==> config.mk <==
export PLATFORM = sky130hd
export DESIGN_NAME = fill_cmd_scheduler_flat
export DESIGN_NICKNAME = d
export VERILOG_FILES = /design/src/rtl/fill_cmd_scheduler_if.sv /design/src/rtl/fill_cmd_scheduler.sv /design/src/flat_wrapper.sv
export SDC_FILE = /design/constraint.sdc
export NUM_CORES = 1
export LEC_CHECK = 0
export CAP_MARGIN = 15
export CELL_PAD_IN_SITES_DETAIL_PLACEMENT = 1
export CELL_PAD_IN_SITES_GLOBAL_PLACEMENT = 2
export CORE_MARGIN = 10
export CORE_UTILIZATION = 45
export CTS_CLUSTER_SIZE = 8
export DETAILED_ROUTE_END_ITERATION = 8
export PLACE_DENSITY = 0.82
export SKIP_LAST_GASP = 1
export SLEW_MARGIN = 40
export SYNTH_ARGS = -nofsm -noshare
export SYNTH_HDL_FRONTEND = slang
export SYNTH_SLANG_ARGS = --single-unit
==> constraint.sdc <==
create_clock -name clk -period 5.2 [get_ports clk]
set_input_delay 1.04 -clock clk [delete_from_list [all_inputs] [get_ports clk]]
set_output_delay 1.04 -clock clk [all_outputs]
set_load 0.02 [all_outputs]
==> src/rtl/fill_cmd_scheduler_if.sv <==
// Host/engine-side signal bundle for fill_cmd_scheduler.
// The master is the environment (host plus fill engine); the slave is the scheduler.
interface fill_cmd_scheduler_if;
  logic        cmd_valid;
  logic [15:0] cmd_x1;
  logic [15:0] cmd_y1;
  logic [15:0] cmd_x2;
  logic [15:0] cmd_y2;
  logic        cmd_value;
  logic        cmd_ready;
  logic        fill_busy;
  logic [15:0] X1;
  logic [15:0] Y1;
  logic [15:0] X2;
  logic [15:0] Y2;
  logic        fill_value;
  logic        start_fill;

  modport master (
    output cmd_valid, cmd_x1, cmd_y1, cmd_x2, cmd_y2, cmd_value, fill_busy,
    input  cmd_ready, X1, Y1, X2, Y2, fill_value, start_fill
  );

  modport slave (
    input  cmd_valid, cmd_x1, cmd_y1, cmd_x2, cmd_y2, cmd_value, fill_busy,
    output cmd_ready, X1, Y1, X2, Y2, fill_value, start_fill
  );
endinterface

==> src/rtl/fill_cmd_scheduler.sv <==
// Queues host rectangle-fill commands and issues them one at a time to the fill engine.
// Optional FILL_CLIP_EN: clamp/discard commands against the SCREEN_W x SCREEN_H screen at push.
module fill_cmd_scheduler #(
  parameter int unsigned DEPTH    = 4,
  parameter int unsigned SCREEN_W = 640,
  parameter int unsigned SCREEN_H = 480,
  parameter int unsigned TIMEOUT  = 1023
) (
  input  logic                  clk,
  input  logic                  reset_n,
  fill_cmd_scheduler_if.slave   bus,
  input  logic                  err_clear,
  output logic [3:0]            pending,
  output logic                  overflow,
  output logic                  timeout_err
);

  localparam int unsigned AW   = $clog2(DEPTH);
  localparam int unsigned CntW = $clog2(TIMEOUT + 1);
  localparam logic [AW:0]       Full   = DEPTH[AW:0];
  localparam logic [CntW-1:0]   CntMax = CntW'(TIMEOUT - 1);

  typedef struct packed {
    logic [15:0] x1;
    logic [15:0] y1;
    logic [15:0] x2;
    logic [15:0] y2;
    logic        value;
  } cmd_t;

  typedef enum logic [2:0] {StIdle, StLoad, StIssue, StWaitB, StWaitD} state_e;

  cmd_t            mem_q [DEPTH];
  logic [AW-1:0]   wr_ptr_q, rd_ptr_q;
  logic [AW:0]     count_q;
  state_e          state_q;
  logic [CntW-1:0] cnt_q;
  logic [15:0]     x1_q, y1_q, x2_q, y2_q;
  logic            value_q, start_q, overflow_q, timeout_q;

  cmd_t norm;
  logic keep, full, push, drop, pop;
  logic [4:0] count_ext;

  always_comb begin
    norm       = '0;
    norm.x1    = (bus.cmd_x1 < bus.cmd_x2) ? bus.cmd_x1 : bus.cmd_x2;
    norm.x2    = (bus.cmd_x1 < bus.cmd_x2) ? bus.cmd_x2 : bus.cmd_x1;
    norm.y1    = (bus.cmd_y1 < bus.cmd_y2) ? bus.cmd_y1 : bus.cmd_y2;
    norm.y2    = (bus.cmd_y1 < bus.cmd_y2) ? bus.cmd_y2 : bus.cmd_y1;
    norm.value = bus.cmd_value;
    keep       = 1'b1;
`ifdef FILL_CLIP_EN
    if (32'(norm.x2) > SCREEN_W - 1) norm.x2 = 16'(SCREEN_W - 1);
    if (32'(norm.y2) > SCREEN_H - 1) norm.y2 = 16'(SCREEN_H - 1);
    // Fully off-screen commands vanish without touching the FIFO or the overflow flag.
    keep = (32'(norm.x1) < SCREEN_W) && (32'(norm.y1) < SCREEN_H);
`endif
  end

`ifndef FILL_CLIP_EN
  logic [31:0] unused_screen;
  assign unused_screen = SCREEN_W ^ SCREEN_H;
`endif

  assign full = (count_q == Full);
  assign push = bus.cmd_valid && !full && keep;
  assign drop = bus.cmd_valid && full && keep;
  assign pop  = (state_q == StLoad);

  always_ff @(posedge clk) begin
    if (push) mem_q[wr_ptr_q] <= norm;
  end

  always_ff @(posedge clk) begin
    if (!reset_n) begin
      wr_ptr_q   <= '0;
      rd_ptr_q   <= '0;
      count_q    <= '0;
      state_q    <= StIdle;
      cnt_q      <= '0;
      x1_q       <= '0;
      y1_q       <= '0;
      x2_q       <= '0;
      y2_q       <= '0;
      value_q    <= 1'b0;
      start_q    <= 1'b0;
      overflow_q <= 1'b0;
      timeout_q  <= 1'b0;
    end else begin
      if (push) wr_ptr_q <= wr_ptr_q + 1'b1;
      if (pop)  rd_ptr_q <= rd_ptr_q + 1'b1;
      case ({push, pop})
        2'b10:   count_q <= count_q + 1'b1;
        2'b01:   count_q <= count_q - 1'b1;
        default: ;
      endcase
      if (drop) overflow_q <= 1'b1;
      start_q <= 1'b0;
      case (state_q)
        StIdle: if (count_q != '0) state_q <= StLoad;
        StLoad: begin
          x1_q    <= mem_q[rd_ptr_q].x1;
          y1_q    <= mem_q[rd_ptr_q].y1;
          x2_q    <= mem_q[rd_ptr_q].x2;
          y2_q    <= mem_q[rd_ptr_q].y2;
          value_q <= mem_q[rd_ptr_q].value;
          start_q <= 1'b1;
          state_q <= StIssue;
        end
        StIssue: begin
          cnt_q   <= '0;
          state_q <= StWaitB;
        end
        StWaitB: begin
          if (bus.fill_busy) begin
            state_q <= StWaitD;
          end else if (cnt_q == CntMax) begin
            timeout_q <= 1'b1;
            state_q   <= StIdle;
          end else begin
            cnt_q <= cnt_q + 1'b1;
          end
        end
        StWaitD: if (!bus.fill_busy) state_q <= StIdle;
        default: state_q <= StIdle;
      endcase
      // Placed last so a clear wins over a set in the same cycle.
      if (err_clear) begin
        overflow_q <= 1'b0;
        timeout_q  <= 1'b0;
      end
    end
  end

  assign count_ext      = 5'(count_q);
  assign pending        = (count_ext > 5'd15) ? 4'd15 : count_ext[3:0];
  assign overflow       = overflow_q;
  assign timeout_err    = timeout_q;
  assign bus.cmd_ready  = !full;
  assign bus.X1         = x1_q;
  assign bus.Y1         = y1_q;
  assign bus.X2         = x2_q;
  assign bus.Y2         = y2_q;
  assign bus.fill_value = value_q;
  assign bus.start_fill = start_q;

endmodule

==> src/flat_wrapper.sv <==
// flat-port wrapper written by rule: the top's interface ports become plain ports
module fill_cmd_scheduler_flat 
#(
  parameter int unsigned DEPTH    = 4,
  parameter int unsigned SCREEN_W = 640,
  parameter int unsigned SCREEN_H = 480,
  parameter int unsigned TIMEOUT  = 1023
)
  (clk, reset_n, err_clear, pending, overflow, timeout_err, bus_cmd_valid, bus_cmd_x1, bus_cmd_y1, bus_cmd_x2, bus_cmd_y2, bus_cmd_value, bus_fill_busy, bus_cmd_ready, bus_X1, bus_Y1, bus_X2, bus_Y2, bus_fill_value, bus_start_fill);
  fill_cmd_scheduler_if bus_i ();
  input  logic clk;
  input  logic reset_n;
  input  logic err_clear;
  output logic [3:0] pending;
  output logic overflow;
  output logic timeout_err;
  input wire logic [$bits(bus_i.cmd_valid)-1:0] bus_cmd_valid;
  input wire logic [$bits(bus_i.cmd_x1)-1:0] bus_cmd_x1;
  input wire logic [$bits(bus_i.cmd_y1)-1:0] bus_cmd_y1;
  input wire logic [$bits(bus_i.cmd_x2)-1:0] bus_cmd_x2;
  input wire logic [$bits(bus_i.cmd_y2)-1:0] bus_cmd_y2;
  input wire logic [$bits(bus_i.cmd_value)-1:0] bus_cmd_value;
  input wire logic [$bits(bus_i.fill_busy)-1:0] bus_fill_busy;
  output wire logic [$bits(bus_i.cmd_ready)-1:0] bus_cmd_ready;
  output wire logic [$bits(bus_i.X1)-1:0] bus_X1;
  output wire logic [$bits(bus_i.Y1)-1:0] bus_Y1;
  output wire logic [$bits(bus_i.X2)-1:0] bus_X2;
  output wire logic [$bits(bus_i.Y2)-1:0] bus_Y2;
  output wire logic [$bits(bus_i.fill_value)-1:0] bus_fill_value;
  output wire logic [$bits(bus_i.start_fill)-1:0] bus_start_fill;
  assign bus_i.cmd_valid = bus_cmd_valid;
  assign bus_i.cmd_x1 = bus_cmd_x1;
  assign bus_i.cmd_y1 = bus_cmd_y1;
  assign bus_i.cmd_x2 = bus_cmd_x2;
  assign bus_i.cmd_y2 = bus_cmd_y2;
  assign bus_i.cmd_value = bus_cmd_value;
  assign bus_i.fill_busy = bus_fill_busy;
  assign bus_cmd_ready = bus_i.cmd_ready;
  assign bus_X1 = bus_i.X1;
  assign bus_Y1 = bus_i.Y1;
  assign bus_X2 = bus_i.X2;
  assign bus_Y2 = bus_i.Y2;
  assign bus_fill_value = bus_i.fill_value;
  assign bus_start_fill = bus_i.start_fill;
  fill_cmd_scheduler #(.DEPTH(DEPTH), .SCREEN_W(SCREEN_W), .SCREEN_H(SCREEN_H), .TIMEOUT(TIMEOUT)) u_core (.clk(clk), .reset_n(reset_n), .bus(bus_i), .err_clear(err_clear), .pending(pending), .overflow(overflow), .timeout_err(timeout_err));
endmodule
# After elaboration in Yosys (flattened, before gate mapping)
# Memories as Yosys holds them, arrays and structs flattened. A register that Yosys moved wholly into a read port is not among the register bits.
# Index checks and enable logic that the tools add are counted.
[classes]
addsub = 5
magnitude_cmp = 3
n_eq_ne = 13
n_mux = 17
bitwise = 2
n_reduce_logical = 12
[ops]
columns = ["operator", "n"]
rows = [
  ["2-to-1 mux 16 bit", 4],
  ["< comparator 16 bit", 2],
  ["2-to-1 mux 10 bit", 2],
  ["case mux 10 bit (2 select lines)", 1],
  ["case mux 3 bit (5 select lines)", 1],
  ["2-to-1 mux 3 bit", 4],
  ["adder 10 x 1 -> 10 bit (second input constant)", 1],
  ["equality test 10 bit (second input constant)", 1],
  ["AND reduction 3 bit", 3],
  ["equality test 3 x 2 -> 1 bit (second input constant)", 2],
  ["equality test 3 bit (second input constant)", 2],
  ["inequality test 2 bit (second input constant)", 3],
  ["case mux 3 bit (2 select lines)", 1],
  ["adder 2 x 1 -> 2 bit (second input constant)", 2],
  ["greater-than comparator 3 x 4 -> 1 bit (second input constant)", 1],
  ["2-to-1 mux 4 bit", 1],
  ["nonzero test 2 bit", 2],
  ["adder 3 x 1 -> 3 bit (second input constant)", 1],
  ["equality test 3 x 1 -> 1 bit (second input constant)", 1],
  ["logical NOT 3 bit", 1],
  ["2-to-1 mux 1 bit", 3],
  ["inequality test 3 x 2 -> 1 bit (second input constant)", 1],
  ["nonzero test 3 bit", 1],
  ["subtractor 3 x 1 -> 3 bit (second input constant)", 1],
  ["7 further kinds", 10],
]
[totals]
regBits = 23
ram_bits = 260
input_bits = 70
output_inout_bits = 73
word_cells = 61
n_memories = 1
[mem_list]
columns = ["name", "depth", "word_bits", "read_ports", "rd_ports_with_merged_regs", "wr", "line", "text"]
rows = [
  ["u_core.mem_q", 4, 65, 1, 1, 1, "fill_cmd_scheduler.sv:33", "cmd_t mem_q [DEPTH];"],
]

# Depth between registers and ports, before layout
[logic_depth]
ltp_word = 5
mapped_depth = 11
ltp_nobuf = 9

# Worst setup path before layout
# No wires, ideal clock.
[synth_path]
kind = "input to register"
startpoint = "input port bus_cmd_valid"
endpoint = "memory u_core.mem_q[0][0] (netlist bit) (enable)"
setup_ns = 0.430
arrival_ns = 2.607
required_ns = 4.770
path_slack_ns = 2.163
stages = 1
path_buffers = 0
cell_sequence = "and3_1"
[synth_between]
elab_chain_cells = 3
[synth_lines]
columns = ["item", "line", "text"]
rows = [
  ["start: declaration", "flat_wrapper.sv:17", "input wire logic [$bits(bus_i.cmd_valid)-1:0] bus_cmd_valid;"],
  ["logical AND 1 bit", "fill_cmd_scheduler.sv:67", "assign push = bus.cmd_valid && !full && keep;"],
  ["2-to-1 mux 1 bit", "fill_cmd_scheduler.sv:72", "if (push) mem_q[wr_ptr_q] <= norm;"],
  ["2-to-1 mux 1 bit (not written as such)", "fill_cmd_scheduler.sv:72", ""],
  ["end: declaration", "fill_cmd_scheduler.sv:33", ""],
]
# Every way passes these cells.

==> reports/results.tsv <==
stage	metric	value	unit
sta	period_share	0.663	
cts	cts_max_level	2	
power_and_ir_drop	p_int	6170	uW
critical_path	cp_num_buf_inv	2	
yosys	yosys-top-cells-area	edfxtp_1, dfxtp_1, mux4_2	
worst_hold_path	hold_path.class	flip-flop to flip-flop	
finish	antennaDiodeCount	0	
sta	worstMarginPinSlew	697	ps
sta	min_period	3450	ps
yosys	syn-instance-count	931	
routing	wl	34600	um
yosys	async_flop_share	0	
place	port_buffers	141	
cts	cts_tree	built	
critical_path	worstPathRequired	5460	ps
finish	syn2layout_area_growth	23.3	%
finish	fin_nets	1200	
power_and_ir_drop	p_per_area	481	mW/mm^2
routing	vias	8364	
place	hpwlAfterDp	22400	um
critical_path	critPathTopFamily	compound AO/OA/AOI/OAI gates	
yosys	synth_top_area_share	0.542	
sta	grt_setup_unrepaired	no	
die	die_area	0.0396	sq mm
grt	antenna_found_initial	0	
critical_path	critPathSlowestCell	mux2_1	
sta	fmaxAchievable	290	MHz
worst_hold_path	worstHoldPathCells	2	
sta	slew_violations	0	
critical_path	critPathKind	primary input to flip-flop	
routing	route.detailed.drc	0	
place	pre_cts_ws	1210	ps
critical_path	cp-start-kind	primary input	
routing	first_iter_violations	459	
sta	finClkSkew	20.6	ps
yosys	ys_types	51	
grt	grt_pass1_vias	9129	
yosys	synth.most_common_cell	edfxtp_1	
die	ios	143	
yosys	synth.ff_latch_count	348	
finish	drive_gt1_frac	0.187	
critical_path	cpPeakStageDelay	550	ps
cts	insertion_delay	550	ps
power_and_ir_drop	p_comb_frac	0.232	
yosys	synth_fp_nets	1039	
finish	multiInputGateArea	0.00445	sq mm
power_and_ir_drop	ir_drop	0.239	mV
grt	grt_util_all_layers	0.177	
yosys	yosys_warnings	0	
power_and_ir_drop	sw_frac_of_total	0.278	
yosys	synth_area_per_cell	15.5	sq um
yosys	synthFlopType	edfxtp_1	
die	rows	65	
die	die_w	199	um
sta	tns	0	ps
power_and_ir_drop	seq_power_share	0.424	
critical_path	crit_fanout	32	
die	placeableCoreArea	0.0316	sq mm
die	initial_core_util	0.456	
yosys	synth_area	0.0144	sq mm
cts	cts_root_buffer	clkbuf_16	
cts	numCtsBuffers	49	
power_and_ir_drop	p_clk_frac	0.344	
yosys	synth_edf_count	260	
cts	cts.sinks	348	
grt	grt.overflow.total	0	
die	fp.dieH	199	um
finish	regArea	0.00958	sq mm
yosys	ys_seq_area_frac	0.665	
grt	grt_pass1_wl	53600	um
yosys	synth_top_area_cell	edfxtp_1	
critical_path	path_cells	clkdlybuf4s50_1, inv_1, ha_1, a2111oi_2, o32a_2, nand3_4, mux2_1	
yosys	netlist_top_cells_count	edfxtp_1, nand2_1, dfxtp_1	
critical_path	setup.worst_path.end_class	flip-flop	
grt	grt_max_degree	68	
cts	postCtsResizedCells	0	
cts	clkTransAtPathRegs	50	ps
critical_path	worst_ep_arrival_time	3710	ps
sta	setup_violations	0	
sta	hold_viol_final	0	
cts	cts_setup_buffers	0	
status	status	finished, final reports clean	
sta	layout_setup_ws	1750	ps
cts	clockBufferDepth	3	
critical_path	ff2ff_path_depth	11	
place	gp_congestion	0.729	
power_and_ir_drop	power.leakage	0.00607	uW
routing	dr.pass1.iters	4	
finish	fill_cells	2990	
cts	hold_buffers	0	
routing	routedWlPerCell	22.6	um
power_and_ir_drop	p_sw	2380	uW
routing	ant_nets	0	
routing	viasPerCell	5.46	
critical_path	crit_cells	7	
sta	slew_headroom	0.535	
job	cap_violations	0	
## cell usage in the layout (no fill, tap or decap), types with 2 or more instances in the layout
cell type / instances
nor2_1: 22
and3_4: 4
buf_4: 5
clkbuf_16: 49
clkbuf_1: 39
mux2_2: 33
a2111oi_2: 2
mux2_4: 30
o21ai_0: 6
o21a_1: 3
buf_12: 9
nand2b_1: 3
nor3_1: 4
inv_2: 2
and4_1: 7
or3_1: 2
ha_1: 37
dfxtp_4: 2
o211ai_1: 3
mux4_2: 65
inv_1: 40
a21oi_1: 80
dfxtp_1: 86
nand2_1: 144
nand4_1: 2
edfxtp_1: 260
a21o_1: 3
nand3_1: 4
a31oi_1: 6
and3_1: 3
xnor2_1: 2
xor2_1: 7
clkdlybuf4s50_1: 141
a211oi_1: 2
## final timing paths
| kind | startpoint | end | slack (ps) |
|---|---|---|---|
| worst min-delay path | u_core.bus.Y1[1] | u_core.bus.Y1[1] | 450 |
| worst max register to register | u_core.state_q[0] | u_core.count_q[2] | 2240 |
| worst min register to register | u_core.bus.Y1[1] | u_core.bus.Y1[1] | 450 |
| worst max-delay path | bus_cmd_y2[1] | u_core.mem_q[3][1] | 1750 |
## flip-flops by register name, indices dropped and copies added (netlist names)
name / count
u_core.bus.fill_value: 1
u_core.bus.X2: 16
u_core.bus.X1: 16
u_core.overflow: 1
u_core.wr_ptr_q: 2
u_core.rd_ptr_q: 2
u_core.count_q: 3
u_core.bus.start_fill: 1
u_core.timeout_err: 1
u_core.state_q: 3
u_core.mem_q: 260
u_core.bus.Y2: 16
u_core.cnt_q: 10
u_core.bus.Y1: 16
## routing by layer
metal / track usage / vias up / share of wire
met5: 0 / - / 0
met3: 0.0348 / 39 / 0.047
li1: - / 3836 / -
met4: 0.0444 / 0 / 0.015
met1: 0.225 / 4319 / 0.44
met2: 0.302 / 170 / 0.50
## power groups by stage
stage | clock [uW] | combinational, uW | sequential, uW
after floorplan | 0 | 1150 | 3760
after global placement | 0 | 1870 | 3730
after detailed placement | 0 | 2020 | 3680
after CTS | 3010 | 2040 | 3630
after global routing | 3130 | 2160 | 3660
final | 2940 | 1990 | 3620
## kinds of logic (layout without fill, tap and decap cells)
family / count (synthesis) / count (layout) / synth area share
buffers and inverters: 89 / 289 / 0.0284
xor gates and xnor gates: 9 / 9 / 0.00547
DFF: 348 / 348 / 0.665
AOI/OAI and AO/OA: 114 / 114 / 0.0460
muxes: 130 / 130 / 0.160
adders and majority gates: 38 / 38 / 0.0335
and+or+nand+nor: 202 / 202 / 0.0615
other: 1 / 1 / 0.000260
## worst reg2reg max path: cells and delay by family (launching register included)
kind,cells,cell delay [ps]
buffers and inverters,5,790
AND/OR/NAND/NOR,2,790
adder cells (fa/ha/maj),2,560
flip-flops,1,450
XOR/XNOR,1,160
AO/OA/AOI/OAI,1,130
## through the flow
step                      power, uW  hold slack, ps  area [sq um]   util  std cells
after floorplan                4910             459         14400      -        931
after global placement         5600             442         16100  0.511       1434
after detailed placement       5700             447         16300  0.518       1443
after CTS                      8670             454         17800  0.563       1533
after global routing           8960             467         17800  0.563       1533
final                          8540             451         17800  0.563       1533
## cell type report
type	count	share of cell area
Timing Repair Buffer	156	0.0924
Multi-Input combinational cell	494	0.251
Sequential cell	348	0.539
Inverter	43	0.00916
Tap cell	402	0.0283
Clock inverter	2	0.00282
Clock buffer	88	0.0773
(Power assumes the default switching activity.)
